==> config.mk <==
export PLATFORM = sky130hd
export DESIGN_NAME = flash_loader_flat
export DESIGN_NICKNAME = d
export VERILOG_FILES = /design/src/rtl/flash_loader_if.sv /design/src/rtl/flash_loader.sv /design/src/flat_wrapper.sv
export SDC_FILE = /design/constraint.sdc
export NUM_CORES = 1
export LEC_CHECK = 0
export ABC_AREA = 1
export CORE_ASPECT_RATIO = 1.25
export CORE_MARGIN = 2
export CORE_UTILIZATION = 49
export CTS_BUF_LIST = sky130_fd_sc_hd__clkbuf_8 sky130_fd_sc_hd__clkbuf_16
export CTS_CLUSTER_DIAMETER = 60
export DETAILED_ROUTE_END_ITERATION = 6
export PLACE_DENSITY_LB_ADDON = 0.2
export SETUP_SLACK_MARGIN = 0.5
export SLEW_MARGIN = 25
export SYNTH_ARGS = -nofsm -noshare
export SYNTH_HDL_FRONTEND = slang
export SYNTH_SLANG_ARGS = --single-unit
==> constraint.sdc <==
create_clock -name CLK -period 2.04 [get_ports CLK]
set_input_delay 0.408 -clock CLK [delete_from_list [all_inputs] [get_ports CLK]]
set_output_delay 0.408 -clock CLK [all_outputs]
set_load 0.05 [all_outputs]
==> src/rtl/flash_loader_if.sv <==
// Flash interface: mode constants and the host/device bus between the loader
// and the SPI flash device block.
package flash_pkg;
  localparam logic [1:0] FLASH_MODE_READ  = 2'd0;
  localparam logic [1:0] FLASH_MODE_WRITE = 2'd1;
  localparam logic [1:0] FLASH_MODE_ERASE = 2'd2;
endpackage

interface flash_if #(
  parameter int ADDR_WIDTH = 24
);
  logic [ADDR_WIDTH-1:0] Address;
  logic [1:0]            Mode;
  logic                  Enable_n;
  logic                  REQ_n;
  logic                  ACK_n;
  logic [7:0]            Data;

  modport HOST (
    output Address, Mode, Enable_n, REQ_n,
    input  ACK_n, Data
  );

  modport DEVICE (
    input  Address, Mode, Enable_n, REQ_n,
    output ACK_n, Data
  );
endinterface

==> src/rtl/flash_loader.sv <==
// Copies LENGTH bytes from SPI flash (one sequential read command) into a byte-wide
// memory write port. Optional FLASH_LOADER_CHECKSUM_EN adds a 16-bit byte-sum output.
module flash_loader
  import flash_pkg::*;
#(
  parameter int ADDR_WIDTH     = 24,
  parameter int MEM_ADDR_WIDTH = 16,
  parameter int LEN_WIDTH      = 16
) (
  input  logic                      CLK,
  input  logic                      RESET_n,
  input  logic                      START,
  input  logic [ADDR_WIDTH-1:0]     SRC_ADDR,
  input  logic [MEM_ADDR_WIDTH-1:0] DST_ADDR,
  input  logic [LEN_WIDTH-1:0]      LENGTH,
  output logic                      BUSY,
  output logic                      DONE,
  output logic [MEM_ADDR_WIDTH-1:0] MEM_ADDR,
  output logic [7:0]                MEM_DATA,
  output logic                      MEM_WE,
  input  logic                      MEM_ACK,
`ifdef FLASH_LOADER_CHECKSUM_EN
  output logic [15:0]               CHECKSUM,
`endif
  flash_if.HOST                     Flash
);

  typedef enum logic [2:0] {
    S_IDLE,
    S_OPEN_ACK,
    S_OPEN_READY,
    S_REQ,
    S_DATA,
    S_WRITE,
    S_CLOSE
  } state_t;

  state_t                    state_q, state_d;
  logic [ADDR_WIDTH-1:0]     addr_q, addr_d;
  logic [LEN_WIDTH-1:0]      len_q, len_d;
  logic [LEN_WIDTH-1:0]      count_q, count_d, count_inc;
  logic [MEM_ADDR_WIDTH-1:0] mem_addr_q, mem_addr_d;
  logic [7:0]                mem_data_q, mem_data_d;
  logic                      mem_we_q, mem_we_d;
  logic                      busy_q, busy_d;
  logic                      done_q, done_d;
  logic                      enable_n_q, enable_n_d;
  logic                      req_n_q, req_n_d;
`ifdef FLASH_LOADER_CHECKSUM_EN
  logic [15:0]               checksum_q, checksum_d;
`endif

  always_ff @(posedge CLK or negedge RESET_n) begin
    if (!RESET_n) begin
      state_q    <= S_IDLE;
      addr_q     <= '0;
      len_q      <= '0;
      count_q    <= '0;
      mem_addr_q <= '0;
      mem_data_q <= '0;
      mem_we_q   <= 1'b0;
      busy_q     <= 1'b0;
      done_q     <= 1'b0;
      enable_n_q <= 1'b1;
      req_n_q    <= 1'b1;
`ifdef FLASH_LOADER_CHECKSUM_EN
      checksum_q <= '0;
`endif
    end else begin
      state_q    <= state_d;
      addr_q     <= addr_d;
      len_q      <= len_d;
      count_q    <= count_d;
      mem_addr_q <= mem_addr_d;
      mem_data_q <= mem_data_d;
      mem_we_q   <= mem_we_d;
      busy_q     <= busy_d;
      done_q     <= done_d;
      enable_n_q <= enable_n_d;
      req_n_q    <= req_n_d;
`ifdef FLASH_LOADER_CHECKSUM_EN
      checksum_q <= checksum_d;
`endif
    end
  end

  // REQ_n is lowered on the transition into S_REQ and raised as soon as the device
  // acknowledges, so it is already high before the device can finish the byte.
  always_comb begin
    state_d    = state_q;
    addr_d     = addr_q;
    len_d      = len_q;
    count_d    = count_q;
    mem_addr_d = mem_addr_q;
    mem_data_d = mem_data_q;
    mem_we_d   = mem_we_q;
    busy_d     = busy_q;
    done_d     = 1'b0;
    enable_n_d = enable_n_q;
    req_n_d    = req_n_q;
    count_inc  = count_q + 1'b1;
`ifdef FLASH_LOADER_CHECKSUM_EN
    checksum_d = checksum_q;
`endif

    case (state_q)
      S_IDLE: begin
        if (START) begin
`ifdef FLASH_LOADER_CHECKSUM_EN
          checksum_d = '0;
`endif
          if (LENGTH != '0) begin
            addr_d     = SRC_ADDR;
            mem_addr_d = DST_ADDR;
            len_d      = LENGTH;
            count_d    = '0;
            enable_n_d = 1'b0;
            busy_d     = 1'b1;
            state_d    = S_OPEN_ACK;
          end else begin
            done_d = 1'b1;
          end
        end
      end

      S_OPEN_ACK: begin
        if (!Flash.ACK_n) begin
          state_d = S_OPEN_READY;
        end
      end

      S_OPEN_READY: begin
        if (Flash.ACK_n) begin
          req_n_d = 1'b0;
          state_d = S_REQ;
        end
      end

      S_REQ: begin
        if (!Flash.ACK_n) begin
          req_n_d = 1'b1;
          state_d = S_DATA;
        end
      end

      S_DATA: begin
        if (Flash.ACK_n) begin
          mem_data_d = Flash.Data;
          mem_we_d   = 1'b1;
          state_d    = S_WRITE;
        end
      end

      // Address, data and write strobe stay frozen until the memory accepts the byte.
      S_WRITE: begin
        if (MEM_ACK) begin
          mem_we_d   = 1'b0;
          mem_addr_d = mem_addr_q + 1'b1;
          count_d    = count_inc;
`ifdef FLASH_LOADER_CHECKSUM_EN
          checksum_d = checksum_q + {8'h00, mem_data_q};
`endif
          if (count_inc == len_q) begin
            state_d = S_CLOSE;
          end else begin
            req_n_d = 1'b0;
            state_d = S_REQ;
          end
        end
      end

      S_CLOSE: begin
        enable_n_d = 1'b1;
        busy_d     = 1'b0;
        done_d     = 1'b1;
        state_d    = S_IDLE;
      end

      default: begin
        state_d = S_IDLE;
      end
    endcase
  end

  assign BUSY          = busy_q;
  assign DONE          = done_q;
  assign MEM_ADDR      = mem_addr_q;
  assign MEM_DATA      = mem_data_q;
  assign MEM_WE        = mem_we_q;
  assign Flash.Address = addr_q;
  assign Flash.Mode    = FLASH_MODE_READ;
  assign Flash.Enable_n = enable_n_q;
  assign Flash.REQ_n   = req_n_q;
`ifdef FLASH_LOADER_CHECKSUM_EN
  assign CHECKSUM      = checksum_q;
`endif

endmodule

==> src/flat_wrapper.sv <==
// flat-port wrapper written by rule: the top's interface ports become plain ports
module flash_loader_flat import flash_pkg::*;
#(
  parameter int ADDR_WIDTH     = 24,
  parameter int MEM_ADDR_WIDTH = 16,
  parameter int LEN_WIDTH      = 16
)
  (CLK, RESET_n, START, SRC_ADDR, DST_ADDR, LENGTH, BUSY, DONE, MEM_ADDR, MEM_DATA, MEM_WE, MEM_ACK, Flash_Address, Flash_Mode, Flash_Enable_n, Flash_REQ_n, Flash_ACK_n, Flash_Data);
  flash_if #(.ADDR_WIDTH(ADDR_WIDTH)) Flash_i ();
  input  logic CLK;
  input  logic RESET_n;
  input  logic START;
  input  logic [ADDR_WIDTH-1:0] SRC_ADDR;
  input  logic [MEM_ADDR_WIDTH-1:0] DST_ADDR;
  input  logic [LEN_WIDTH-1:0] LENGTH;
  output logic BUSY;
  output logic DONE;
  output logic [MEM_ADDR_WIDTH-1:0] MEM_ADDR;
  output logic [7:0] MEM_DATA;
  output logic MEM_WE;
  input  logic MEM_ACK;
  output wire logic [$bits(Flash_i.Address)-1:0] Flash_Address;
  output wire logic [$bits(Flash_i.Mode)-1:0] Flash_Mode;
  output wire logic [$bits(Flash_i.Enable_n)-1:0] Flash_Enable_n;
  output wire logic [$bits(Flash_i.REQ_n)-1:0] Flash_REQ_n;
  input wire logic [$bits(Flash_i.ACK_n)-1:0] Flash_ACK_n;
  input wire logic [$bits(Flash_i.Data)-1:0] Flash_Data;
  assign Flash_Address = Flash_i.Address;
  assign Flash_Mode = Flash_i.Mode;
  assign Flash_Enable_n = Flash_i.Enable_n;
  assign Flash_REQ_n = Flash_i.REQ_n;
  assign Flash_i.ACK_n = Flash_ACK_n;
  assign Flash_i.Data = Flash_Data;
  flash_loader #(.ADDR_WIDTH(ADDR_WIDTH), .MEM_ADDR_WIDTH(MEM_ADDR_WIDTH), .LEN_WIDTH(LEN_WIDTH)) u_core (.CLK(CLK), .RESET_n(RESET_n), .START(START), .SRC_ADDR(SRC_ADDR), .DST_ADDR(DST_ADDR), .LENGTH(LENGTH), .BUSY(BUSY), .DONE(DONE), .MEM_ADDR(MEM_ADDR), .MEM_DATA(MEM_DATA), .MEM_WE(MEM_WE), .MEM_ACK(MEM_ACK), .Flash(Flash_i));
endmodule
==> results of run 1 <==
## worst reg2reg max path: cells and delay by family (launching register included)
family,cells,cell delay [ns]
and+or+nand+nor,12,2.03
DFF,1,0.44
## kinds of logic (layout without fill, tap and decap cells)
kind of cell               Yosys count  count (layout)  synth area share
buffers and inverters               80             295            0.0725
adders and majority gates            2               2           0.00535
and+or+nand+nor                    258             259             0.259
DFF                                 88              88             0.471
AOI/OAI and AO/OA                   79              79            0.0933
xor gates and xnor gates             6               6            0.0112
other                                1               3          0.000801
muxes                               36              36            0.0866
## where the power goes
| group | switching (mW) | internal [mW] |
|---|---|---|
| logic | 4.71 | 3.35 |
| clock network | 0.752 | 1.08 |
| registers | 0.750 | 2.48 |
| total | 6.21 | 6.91 |
## placed cells by master (no fill, tap or decap), drive strengths merged, types with 3 or more instances in the layout
cell type      instances
a21oi                 29
buf                  116
clkbuf                22
clkdlybuf4s15         37
clkdlybuf4s50         51
clkinv                 3
dfrtp                 86
inv                   65
mux2                  36
nand2                129
nand3                 51
nand4                 11
nor2                  60
nor4                   4
o21ai                 31
o22ai                 10
xor2                   4
## final cells by class
type / instances / area, µm²
tap: 123 / 154
inverter: 66 / 285
fill: 346 / 1010
clock inverter: 3 / 38.8
sequential: 88 / 2220
antenna: 1 / 2.50
clock buffer: 13 / 280
multi-input combinational: 384 / 2950
timing repair buffer: 213 / 2280
## stage by stage
step	utilization	total power [mW]	cells	cell area (µm²)
final	0.891	13.1	891	8220
after global routing	0.891	13.5	891	8220
after CTS	0.826	11.5	862	7620
after detailed placement	0.691	8.61	798	6370
after global placement	0.691	8.46	798	6370
after floorplan	-	6.81	551	4930
## per-layer routing
layer | vias to the layer above | GRT usage
li1 | 2242 | -
met1 | 2659 | 0.356
met2 | 578 | 0.570
met3 | 229 | 0.0752
met4 | 0 | 0.183
met5 | - | 0
## path summary, 6_finish.rpt
kind                                    start                  to  slack [ns]  cells after the start
max                         u_core.count_q[5]   u_core.state_q[2]       -0.48                     12
min                                   RESET_n     u_core.len_q[4]       -0.01                      1
max reg2reg                 u_core.count_q[5]   u_core.state_q[2]       -0.48                     12
max in group asynchronous             RESET_n  u_core.Flash.REQ_n        1.39                      2
min in group CLK                    LENGTH[4]     u_core.len_q[4]        0.31                      3
min reg2reg                u_core.MEM_DATA[1]  u_core.MEM_DATA[1]        0.51                      1
## state kept, by name, indices dropped and copies added, names as in the netlist
name	count
u_core.BUSY	1
u_core.DONE	1
u_core.Flash.Address	24
u_core.Flash.Enable_n	1
u_core.Flash.REQ_n	1
u_core.MEM_ADDR	16
u_core.MEM_DATA	8
u_core.MEM_WE	1
u_core.count_q	16
u_core.len_q	16
u_core.state_q	3
## timing repair
| action | in CTS | in global routing |
|---|---|---|
| resized for setup | 331 | 148 |
| pin swaps | 38 | 46 |
| cloned | 9 | 1 |
| setup buffers | 39 | 27 |
| endpoints found under the setup margin | 131 | 96 |
==> qor.txt, run 1 <==
Max Buffers Root-to-Sink -> 2
Synth top area share -> 0.460
ys flop type -> dfrtp_1
Post-synth EDFFs -> 0
count leader, synth -> nand2_1
Slowest-stage cell, CP -> dfrtp_1
Final Cycle Share -> 1.23
Reg clk slew, reported paths -> 0.07 ns
Slowest Stage Delay on Critical Path -> 0.44 ns
cell repeated most along the worst path -> nand2_1
PnR worst setup slack -> -0.477 ns
Synth async-reset ratio -> 1.00
Cell Pwr Density -> 1600 mW/mm²
Layout area overhead -> 75.6%
CTS sink count -> 88
Avg WL per Cell -> 25.4 µm
most frequent cells after synthesis -> 124 x nand2_1, 86 x dfrtp_1, 60 x inv_1
number of antenna violations at the first check in global routing -> 1
Fin. Hold Viols -> 10
Final nets -> 833
top cells by area in the synthesized netlist -> dfrtp_1 46%, nand2_1 9.9%, mux2_2 8.7%, nand3_1 5.1%, inv_1 4.8%
sequential fraction of the synthesis area -> 0.471
final setup fails -> 4
Critical Path Fanout Max -> 8
CTS H-Tree Depth -> 3
hold_buf cts -> 0
Yosys top cell by area -> dfrtp_1
post-DP HPWL -> 9270 µm
WP data arrival -> 2.81 ns
Metal-1 WL -> 7220 µm
maxcap violations -> 0
I/O Buffers -> 121
Mean Syn Cell Area -> 8.51 µm²
crit path cell chain -> nand2_1 > nor2_4 > nand4_1 > nand2_1 > nor2_1 > nor2_1 > nand2_1 > nor2_2 > nand3_2 > nand2_2 > nand2_2 > nand2_1
share of post-route cells with drive strength above 1 -> 0.489
clk_lat worst skew -> 0.36 ns
Gate Count Post-Synth -> 550
status -> finished with violations
number of global-route vias before repair -> 5393
CP Capture Type -> register
Die Ht -> 113 µm
Crit path required time -> 2.33 ns
WS Path Type -> register to register
unrepaired setup endpoints after global routing -> yes
HP Class -> primary input to asynchronous set/reset pin
Root Buffer -> clkbuf_16
CTS tree -> yes
GR Overflow Total -> 0
Mapped Area -> 0.00468 mm²
Peak VDD IR -> 1.46 mV
Sum Neg Setup Slack -> -1.42 ns
row count -> 39
Netlist cell types -> 40
dominant delay contributor by cell family on the critical path -> simple AND/OR/NAND/NOR gates
Final Max Slew Viols -> 0
Leak -> 3.75 nW
Via Count -> 5708
worst path bufs/invs -> 0
Final ANT Viol Nets -> 0
pre-CTS WS -> -0.271 ns
Post-Route Skew -> 0.0121 ns
Global Route Usage Sum -> 0.323
met3 wire len -> 2320 µm
top routing layer in use -> met4
failing checks -> design-rule violations, negative hold slack, negative setup slack
first-pass GRT wire length -> 26400 µm
core area -> 0.00922 mm²
routed wl met2 -> 10900 µm
largest net degree at the start of global routing -> 42
TritonCTS Buffers -> 9
DRT Pass-1 Iters -> 7
GPL Wtd Cong -> 0.913
Initial DRC Count -> 889
#FFs+latches synth -> 88
Initial Util -> 0.507
die area -> 0.0104 mm²
Critical Path Start Type -> register
minimum clock period -> 2.52 ns
worst hold slack -> -0.0105 ns
io pins -> 124
f_max -> 397 MHz
drt drc -> 21
yosys warns -> 0
die width -> 91.4 µm
Routed Wire Length -> 22600 µm
Via density -> 6.41
Power figures use the tool's default switching activity.
==> inputs of run 2 (changes only) <==
Settings changed: MAX_ROUTING_LAYER set to met4.
==> qor.txt, run 2 (synthesis results as in run 1) <==
drt drc -> 0 (-100%)
Crit path required time -> 2.32 ns (about the same)
CP Capture Type -> register
row count -> 39 (unchanged)
GPL Wtd Cong -> 0.883 (-3.3%)
I/O Buffers -> 121 (unchanged)
Routed Wire Length -> 14100 µm (-38%)
clk_lat worst skew -> 0.34 ns (-0.02 ns)
Leak -> 3.39 nW (-9.5%)
leading cell type in the layout, fill and taps excluded -> nand2_1
first-pass GRT wire length -> 21800 µm (-17%)
die width -> 91.4 µm (unchanged)
r2r setup slk -> 0.05 ns (+0.52 ns)
DRT Pass-1 Iters -> 5 (-2)
Cell Pwr Density -> 1490 mW/mm² (-7.0%)
TritonCTS Buffers -> 9 (unchanged)
GR Overflow Total -> 0 (unchanged)
Final nets -> 793 (-4.8%)
minimum clock period -> 1.99 ns (-0.525 ns)
number of global-route vias before repair -> 4597 (-15%)
CTS tree -> yes
WS Path Type -> register to register
final setup fails -> 0 (-4)
core area -> 0.00922 mm² (unchanged)
Die Ht -> 113 µm (unchanged)
Initial Util -> 0.507 (unchanged)
Final Cycle Share -> 0.977 (-0.257)
Power, Total -> 10.9 mW (-17%)
Max Buffers Root-to-Sink -> 2 (unchanged)
Initial DRC Count -> 335 (-62%)
worst hold slack -> 0.0285 ns (+0.0391 ns)
unrepaired setup endpoints after global routing -> yes
status -> completed
max reg flops -> 24 (unchanged)
number of antenna violations at the first check in global routing -> 0 (-1)
WP data arrival -> 2.27 ns (-0.54 ns)
CTS sink count -> 88 (unchanged)
Root Buffer -> clkbuf_16
hold_buf cts -> 0 (unchanged)
Global Route Usage Sum -> 0.270 (-0.0528)
Reg clk slew, reported paths -> 0.06 ns (about the same)
io pins -> 124 (unchanged)
Peak VDD IR -> 1.20 mV (-17%)
largest net degree at the start of global routing -> 36 (-14%)
Post-Route Skew -> 0.00661 ns (-0.00548 ns)
die area -> 0.0104 mm² (unchanged)
Via density -> 5.44 (-15%)
number of fill cells -> 561 (+62%)
Critical Path Start Type -> register
Avg WL per Cell -> 16.6 µm (-35%)
post-DP HPWL -> 9180 µm (-0.95%)
Layout area overhead -> 56.8%
Final Max Slew Viols -> 0 (unchanged)
Via Count -> 4628 (-19%)
Final ANT Viol Nets -> 0 (unchanged)
share of post-route cells with drive strength above 1 -> 0.366 (-0.123)
HP Class -> primary input to asynchronous set/reset pin
maxcap violations -> 0 (unchanged)
CTS H-Tree Depth -> 3 (unchanged)
commonest cells after routing, fill and taps aside -> 106 x nand2_1, 77 x dfrtp_1, 54 x inv_1, 51 x clkdlybuf4s50_1
number of antenna diodes -> 0 (-1)
Fin. Hold Viols -> 0 (-10)
f_max -> 502 MHz (+26%)
Sum Neg Setup Slack -> 0 ns (+1.42 ns)
Critical Path Fanout Max -> 3 (-5)
## run 2: path summary, 6_finish.rpt
path | from | end | cells after the start
max in group asynchronous | RESET_n | u_core.Flash.REQ_n | 2
min | RESET_n | u_core.count_q[10] | 1
max reg2reg | u_core.count_q[1] | u_core.state_q[2] | 15
min in group CLK | LENGTH[10] | u_core.len_q[10] | 3
min reg2reg | u_core.Flash.REQ_n | u_core.Flash.REQ_n | 2
max | u_core.count_q[1] | u_core.state_q[2] | 15
## run 2: timing repair
| action | CTS | global route |
|---|---|---|
| setup endpoints to repair | 129 | 85 |
| buffers inserted | 5 | 26 |
| gates cloned | 3 | 0 |
| pin swaps | 15 | 40 |
| gates resized for setup | 207 | 122 |
## run 2: critical path: stages (launching register included)
cell and delay (ns):
dfrtp_1 0.42, ha_4 0.19, nand2_4 0.09, buf_6 0.11, nand2_4 0.05, nand2_2 0.06, nand2_2 0.06, nor2_4 0.09
nand3_1 0.08, nor2_1 0.11, nand3_1 0.13, nor2_2 0.17, nand3_2 0.14, nand2_1 0.10, nand2_1 0.05, nand2_1 0.06
## run 2: layout make-up
type	instances	area (µm²)	area share
clock buffer	12	267	0.0363
clock inverter	4	18.8	0.00256
inverter	66	285	0.0389
multi-input combinational	384	2630	0.358
sequential	88	2220	0.302
tap	123	154	0.0210
timing repair buffer	173	1770	0.242
## run 2: layer usage
metal,vias to the layer above,share of wire,track usage,wire length [µm]
met5,-,0,-,0
met1,2223,0.38,0.316,5400
met4,0,0.035,0.139,493
li1,2156,-,-,-
met3,46,0.051,0.0373,717
met2,203,0.53,0.454,7480
## run 2: report_power, final
group | internal (mW) | leakage (nW) | switching [mW] | total, mW
Clock | 0.915 | 0.150 | 0.674 | 1.59
Sequential | 2.49 | 1.05 | 0.615 | 3.10
Combinational | 2.45 | 2.19 | 3.76 | 6.21
Total | 5.85 | 3.39 | 5.05 | 10.9
## run 2: metrics by stage
| stage | instance area, µm² | std cells | setup slack (ns) | utilization |
|---|---|---|---|---|
| floorplan | 4930 | 551 | 0.223 | - |
| global placement | 6370 | 800 | -0.220 | 0.691 |
| detailed placement | 6370 | 800 | -0.237 | 0.691 |
| CTS | 6820 | 824 | 0.101 | 0.740 |
| global route | 7340 | 850 | -0.0963 | 0.796 |
| finish | 7340 | 850 | 0.0474 | 0.796 |
==> inputs of run 3 (changes only) <==
Settings changed: CORE_MARGIN 2 to 1.
==> qor.txt, run 3 (synthesis results as in run 1) <==
Final nets -> 785 (-1.0%)
post-DP HPWL -> 8970 µm (-2.3%)
PnR worst setup slack -> 0.0428 ns (-0.00463 ns)
CP Capture Type -> register
Layout area overhead -> 53.4%
Power, Total -> 10.8 mW (-0.59%)
Critical Path Fanout Max -> 5 (+2)
Max Buffers Root-to-Sink -> 2 (unchanged)
Metal-1 WL -> 5090 µm (-5.6%)
io pins -> 124 (unchanged)
Via density -> 5.45 (+0.13%)
Cell Pwr Density -> 1510 mW/mm² (+1.6%)
final setup fails -> 0 (unchanged)
number of fill cells -> 590 (+5.2%)
Initial DRC Count -> 366 (+9.3%)
Final Max Slew Viols -> 0 (unchanged)
Global Route Usage Sum -> 0.287 (+0.0171)
status -> completed
Initial Util -> 0.507 (unchanged)
top routing layer in use -> met4
die width -> 89.4 µm (-2.2%)
Leak -> 3.31 nW (-2.5%)
leading cell type in the layout, fill and taps excluded -> nand2_1
Fin. Hold Viols -> 0 (unchanged)
Root Buffer -> clkbuf_16
area occupied by registers -> 0.00222 mm² (unchanged)
CTS sink count -> 88 (unchanged)
Die Ht -> 111 µm (-1.8%)
HP Class -> primary input to asynchronous set/reset pin
Relative slew margins -> 0.591
row count -> 39 (unchanged)
Crit path required time -> 2.27 ns (-0.05 ns)
Sum Neg Setup Slack -> 0 ns (unchanged)
worst hold slack -> 0.0734 ns (+0.0449 ns)
number of global-route vias before repair -> 4632 (+0.76%)
commonest cells after routing, fill and taps aside -> 111 x nand2_1, 77 x dfrtp_1, 57 x inv_1, 51 x clkdlybuf4s50_1, 38 x nand3_1
final instance area -> 0.00718 mm² (-2.2%)
CTS tree -> yes
first-pass GRT wire length -> 21200 µm (-2.7%)
Reg clk slew, reported paths -> 0.06 ns (about the same)
Final Cycle Share -> 0.979 (+0.00227)
DRT Pass-1 Iters -> 5 (unchanged)
minimum clock period -> 2.00 ns (+0.00463 ns)
final core occ -> 0.778 (-0.0174)
die area -> 0.00995 mm² (-3.9%)
Peak VDD IR -> 1.12 mV (-6.9%)
Critical Path Start Type -> register
met3 wire len -> 900 µm (+26%)
pre-CTS WS -> -0.293 ns (-0.0566 ns)
GR Overflow Total -> 0 (unchanged)
drt drc -> 0 (unchanged)
largest net degree at the start of global routing -> 45 (+25%)
CTS H-Tree Depth -> 3 (unchanged)
Slew @ Worst Pin -> 0.613 ns
WS Path Type -> register to register
max reg flops -> 24 (unchanged)
Routed Wire Length -> 13500 µm (-3.9%)
WP data arrival -> 2.22 ns (-0.05 ns)
Avg WL per Cell -> 16.1 µm (-2.9%)
unrepaired setup endpoints after global routing -> yes
GPL Wtd Cong -> 0.936 (+6.0%)
final cell count without fillers -> 841 (-1.1%)
Placed Area -> 0.00635 mm² (-0.31%)
share of post-route cells with drive strength above 1 -> 0.336 (-0.0302)
Cells after DPL -> 799 (-0.13%)
Via Count -> 4585 (-0.93%)
Post-Route Skew -> 0.00771 ns (+0.00111 ns)
f_max -> 501 MHz (-0.23%)
I/O Buffers -> 121 (unchanged)
number of antenna diodes -> 0 (unchanged)
TritonCTS Buffers -> 9 (unchanged)
number of antenna violations at the first check in global routing -> 0 (unchanged)
core area -> 0.00922 mm² (unchanged)
Final ANT Viol Nets -> 0 (unchanged)
routed wl met2 -> 7020 µm (-6.2%)
maxcap violations -> 0 (unchanged)
multi-input logic area -> 0.00257 mm² (-2.0%)
clk_lat worst skew -> 0.34 ns (about the same)
-- run 3: power breakdown --
group	leakage (nW)	internal (mW)	total, mW	switching (mW)
Sequential	1.05	2.48	3.09	0.606
Combinational	2.09	2.29	5.88	3.59
Clock	0.163	1.19	1.87	0.683
Total	3.31	5.96	10.8	4.88
-- run 3: timing repair --
| action | CTS | global route |
|---|---|---|
| gates cloned | 4 | 0 |
| pin swaps | 17 | 18 |
| hold buffers | 0 | 0 |
| gates resized for setup | 217 | 60 |
| setup endpoints to repair | 130 | 85 |
| setup buffers | 14 | 9 |
-- run 3: worst paths after layout --
check                                   start            endpoint  slack, ns  cells after the start
min in group CLK                    LENGTH[1]     u_core.len_q[1]       0.38                      2
min                                   RESET_n     u_core.len_q[3]       0.07                      1
max in group asynchronous             RESET_n   u_core.count_q[3]       1.42                      2
max                         u_core.count_q[0]   u_core.state_q[0]       0.04                     16
max reg2reg                 u_core.count_q[0]   u_core.state_q[0]       0.04                     16
min reg2reg                u_core.Flash.REQ_n  u_core.Flash.REQ_n       0.47                      2
-- run 3: layout make-up --
class                      count  area share
sequential                    88       0.309
clock buffer                   9      0.0314
inverter                      66      0.0362
clock inverter                 6      0.0153
tap                          123      0.0214
multi-input combinational    385       0.358
timing repair buffer         164       0.228
-- run 3: per-layer routing --
metal,up-vias,GRT usage
li1,2144,-
met4,0,0.135
met5,-,-
met3,47,0.0774
met1,2195,0.327
met2,199,0.463
-- run 3: critical path, stage by stage (launching register included) --
cell and delay, ns:
dfrtp_1 0.41, buf_6 0.15, nand2_8 0.06, nor2_4 0.21, nand3_2 0.16, nand2_2 0.13, nand2_2 0.06, nand2_1 0.05
nand2_1 0.05, nor2_1 0.09, nand2_1 0.08, nor2_2 0.15, nand2_1 0.06, nand2_1 0.05, nand2_1 0.04, nand2_1 0.06
nand2_1 0.06
